## src/rtl/fifo8_pair_reader.sv

```systemverilog
// fifo8_pair_reader: pops two words from the 8-deep FIFO and presents them
// as an (op_a, op_b) operand pair on a valid/ready handshake. It also keeps
// a wrapping count of delivered pairs and a saturating count of aborted fetches.
module fifo8_pair_reader (
  input  logic        clk,
  input  logic        reset,
  input  logic        en,
  input  logic [31:0] fifo_dout,
  input  logic [3:0]  fifo_count,
  input  logic        rd_ack,
  input  logic        rd_err,
  output logic        rd_en,
  output logic [31:0] op_a,
  output logic [31:0] op_b,
  output logic        out_valid,
  input  logic        out_ready,
  output logic        busy,
  output logic [7:0]  pair_cnt,
  output logic [3:0]  err_cnt
);

  typedef enum logic [2:0] {
    IDLE  = 3'd0,
    POP_A = 3'd1,
    CAP_A = 3'd2,
    CAP_B = 3'd3,
    HOLD  = 3'd4
  } state_t;

  state_t state_reg;
  state_t state_next;

  // A response flagged as an error is never trusted, even if ack is also
  // set; a healthy FIFO never raises both, so this only hardens the FSM.
  logic ack_ok;
  logic cap_a;
  logic cap_b;
  logic fetch_fail;
  logic transfer;

  assign ack_ok = rd_ack & ~rd_err;

  // Next-state and pop-request decode; en and the occupancy threshold
  // only matter in IDLE, so a fetch in flight always runs to completion.
  always_comb begin
    state_next = state_reg;
    rd_en      = 1'b0;
    cap_a      = 1'b0;
    cap_b      = 1'b0;
    fetch_fail = 1'b0;
    transfer   = 1'b0;
    case (state_reg)
      IDLE: begin
        if (en && (fifo_count >= 4'd2)) state_next = POP_A;
      end
      POP_A: begin
        rd_en      = 1'b1;
        state_next = CAP_A;
      end
      CAP_A: begin
        if (ack_ok) begin
          // Capture A and pop B in the same cycle to keep the pair tight.
          rd_en      = 1'b1;
          cap_a      = 1'b1;
          state_next = CAP_B;
        end else begin
          fetch_fail = 1'b1;
          state_next = IDLE;
        end
      end
      CAP_B: begin
        if (ack_ok) begin
          cap_b      = 1'b1;
          state_next = HOLD;
        end else begin
          // Word A is already out of the FIFO and is dropped here.
          fetch_fail = 1'b1;
          state_next = IDLE;
        end
      end
      HOLD: begin
        if (out_ready) begin
          transfer   = 1'b1;
          state_next = IDLE;
        end
      end
      default: state_next = IDLE;
    endcase
  end

  assign out_valid = (state_reg == HOLD);
  assign busy      = (state_reg != IDLE);

  // State register.
  always_ff @(posedge clk) begin
    if (reset) state_reg <= IDLE;
    else       state_reg <= state_next;
  end

  // Operand capture; the registers hold steady through HOLD back-pressure.
  always_ff @(posedge clk) begin
    if (reset) begin
      op_a <= 32'd0;
      op_b <= 32'd0;
    end else begin
      if (cap_a) op_a <= fifo_dout;
      if (cap_b) op_b <= fifo_dout;
    end
  end

  // Statistics: pair count wraps, error count sticks at its maximum.
  always_ff @(posedge clk) begin
    if (reset) begin
      pair_cnt <= 8'd0;
      err_cnt  <= 4'd0;
    end else begin
      if (transfer) pair_cnt <= pair_cnt + 8'd1;
      if (fetch_fail && (err_cnt != 4'hF)) err_cnt <= err_cnt + 4'd1;
    end
  end

endmodule

```

## config.mk

```make
export PLATFORM = sky130hd
export DESIGN_NAME = fifo8_pair_reader
export DESIGN_NICKNAME = d
export VERILOG_FILES = /design/src/rtl/fifo8_pair_reader.sv
export SDC_FILE = /design/constraint.sdc
export NUM_CORES = 1
export LEC_CHECK = 0
export ABC_CLOCK_PERIOD_IN_PS = 1800
export BUFFER_PORTS_ARGS = -buffer_cell sky130_fd_sc_hd__buf_2
export CAP_MARGIN = 0
export CELL_PAD_IN_SITES_DETAIL_PLACEMENT = 0
export CELL_PAD_IN_SITES_GLOBAL_PLACEMENT = 1
export CORE_MARGIN = 2
export CORE_UTILIZATION = 35
export DETAILED_ROUTE_END_ITERATION = 12
export HOLD_SLACK_MARGIN = 0.08
export PLACE_DENSITY = 0.86
export SYNTH_ARGS = -nofsm -noshare
export SYNTH_HDL_FRONTEND = slang
export SYNTH_SLANG_ARGS = --single-unit
export TNS_END_PERCENT = 50
```

## constraint.sdc

```tcl
create_clock -name clk -period 1.8 [get_ports clk]
set_input_delay 0.27 -clock clk [delete_from_list [all_inputs] [get_ports clk]]
set_output_delay 0.27 -clock clk [all_outputs]
set_load 0.02 [all_outputs]
```

==> run metrics <==
status=complete, no violations; register area=1590 um2; Root Buffer=clkbuf_8; placed insts=578; #FFs+latches synth=79; leakage=0.00164 uW; EDFF count, synth=0; CTS Buf Count=9; cts hold-fix bufs=0; Skew-Pair Late Insertion Delay=340 ps; Post-synth top cells=79 x dfxtp_1, 74 x a21oi_1, 67 x nand3_1; period utilisation layout=roughly 90%; Rel. slew slack=68.3%; Gate Count Post-Synth=between 300 and 400; Most used DFF post-synth=dfxtp_1; Max Root-Sink Buffers=2; Setup crit start kind=flop; crit path time final=1660 ps; hold path depth=3; most numerous cell in the Yosys netlist=dfxtp_1; global route overflow=0; synthesized area=3180 um2; area occupied by multi-input gates=approximately 1400 um2; cell taking the most area after synthesis=dfxtp_1; num rows=34; max-cap violations=0; critical path class=flop to output port; area of the die=approximately 9900 um2; Top Registers=op_a: 32 flops, op_b: 32 flops, pair_cnt: 8 flops; final max-slew violation count=0; placer congestion estimate=0.734; core area=8760 um2; Worst-path clk slew=80 ps; post-synthesis sequential area ratio=between 40% and 50%; clock sinks=79; # IOs=roughly 120; top cell type's share of synthesized area=49.8%; RSZ-0062 raised after global routing=no; cell count of the worst reg-to-reg path=3; Port Buffer Count=around 120; Hold EP=op_b[26]; Async SR Flop Fraction=0%; final core occ=46.6%; r2r setup slk=around 300 ps; DR WL/cell=15.1 um; Finished Layout Cells=approximately 600; DRT Pass-1 Iters=4; Final ANT Viol Nets=0; NumNets Final=526; top cells by area, synth=dfxtp_1 50%, a21oi_1 12%, nand3_1 11%, o21ai_1 10%, clkbuf_1 3.9%; fmax=603 MHz; worst vdd ir=around 0.51 mV; PD cells=822 nW/um2; Initial Utilization=36.3%; DP Worst Slack=between 150 and 200 ps; vias per std cell=~5.5; mean area per synthesized cell=8.34 um2; DRC Markers=0; routed vias=3256; Layout Skew=9.27 ps; worst-path maximum fanout=9; first-pass GRT wire length=14600 um; antenna violations before repair=0; GRT Overall Usage=17.9%; Post-DP HPWL=approximately 5700 um; syn nets=425; Yosys warnings=0; Slew @ Worst Pin=469 ps; 1st-iter DRT viols=91; Hold Vio Cnt, Final=0; WP data required=1530 ps; fillers=905; Die Wd=99.3 um; final worst setup slack=142 ps; setup TNS=0 ps; vias in the first global route=3079; DRT Wirelength=between 8000 and 9000 um; critical path arrival=roughly 1400 ps; synth unique cells=36; Die Ht=a little under 100 um; area delta synth->final=28.6%; H-tree Lvls=3; ant diodes=0; share of layout cells above drive strength 1=31.2%; FF-to-FF End=pair_cnt[6]; largest net degree at the start of global routing=80; reg2reg start=state_reg[2]; Tightest Hold Check Type=input pin to flop; HP Start=fifo_dout[26]; Worst setup EP type=output port; final setup vio count=0; CTS tree=built
[critical path, stage by stage, from the launching register on]
cell and delay (ps):
dfxtp_2 410, nand3b_1 120, mux2_2 290, nor2_1 80, buf_2 160
[metrics by stage]
step / hold slack, ps / area (um2) / power [uW]
finish: 187 / 4090 / 3360
global route: 175 / 4090 / 3490
CTS: 167 / 4080 / 3400
detailed placement: 469 / 3880 / 2100
global placement: 463 / 3880 / 2090
floorplan: 418 / 3180 / 1960
[report_power, final]
part | internal (uW) | leakage [uW] | switching (uW)
sequential | 1760 | 0.000638 | 12.9
clock | 680 | 0.0000936 | 625
combinational | 97.8 | 0.000909 | 186
[how the worst max path moves through the flow]
| stage | startpoint | endpoint | slack [ps] |
|---|---|---|---|
| after global placement | state_reg[2] | pair_cnt[7] | 220 |
| after CTS | state_reg[0] | rd_en | 30 |
| final | state_reg[1] | rd_en | 140 |
| after detailed placement | state_reg[2] | pair_cnt[6] | 160 |
| after floorplan | state_reg[1] | rd_en | 260 |
| after global routing | state_reg[1] | rd_en | 30 |
[metal layers]
metal  GRT usage (%)  up-vias  share of wire, %
li1                -     1589                 -
met1            22.4     1548                44
met2            29.2      110                46
met3            6.75        9               8.5
met4            4.85        0              0.91
met5               0        -                 0
[what timing repair did]
action | in CTS | in global routing
setup buffers | 0 | 1
endpoints found under the setup margin | 2 | 1
pin swaps | 0 | 1
gates resized for setup | 2 | 1
gates cloned | 0 | 0
[placed cells by master (no fill, tap or decap), types with 2 or more instances in the layout]
| cell | Yosys | routed |
|---|---|---|
| ha_1 | 2 | 2 |
| or4_1 | 6 | 6 |
| o21ai_1 | 64 | 64 |
| buf_12 | 0 | 5 |
| nand3_1 | 67 | 67 |
| nand2_1 | 6 | 6 |
| buf_4 | 0 | 5 |
| dfxtp_2 | 0 | 3 |
| o31ai_1 | 7 | 7 |
| clkbuf_8 | 0 | 10 |
| nor4_1 | 2 | 2 |
| nor2b_1 | 3 | 2 |
| nor2_1 | 4 | 3 |
| inv_1 | 3 | 3 |
| a21oi_1 | 74 | 74 |
| dfxtp_1 | 79 | 76 |
| clkbuf_1 | 33 | 3 |
| buf_2 | 5 | 119 |
| nand2b_1 | 3 | 3 |
| nor3_1 | 3 | 3 |
[cell type report]
type                       count  share of cell area, %
tap                          108                   3.31
sequential                    79                   38.8
timing repair buffer         129                   17.9
clock buffer                  13                   3.64
multi-input combinational    260                   35.0
inverter                       3                  0.275
clock inverter                 3                   1.04
[cell families after synthesis]
kind of cell / share of synthesized area (%)
xor+xnor: 0.276
fa+ha+maj: 0.787
mux: 0.354
simple gates: 18.5
buf+inv: 5.39
flops: 49.8
compound gates: 24.9
(Power assumes the default switching activity.)
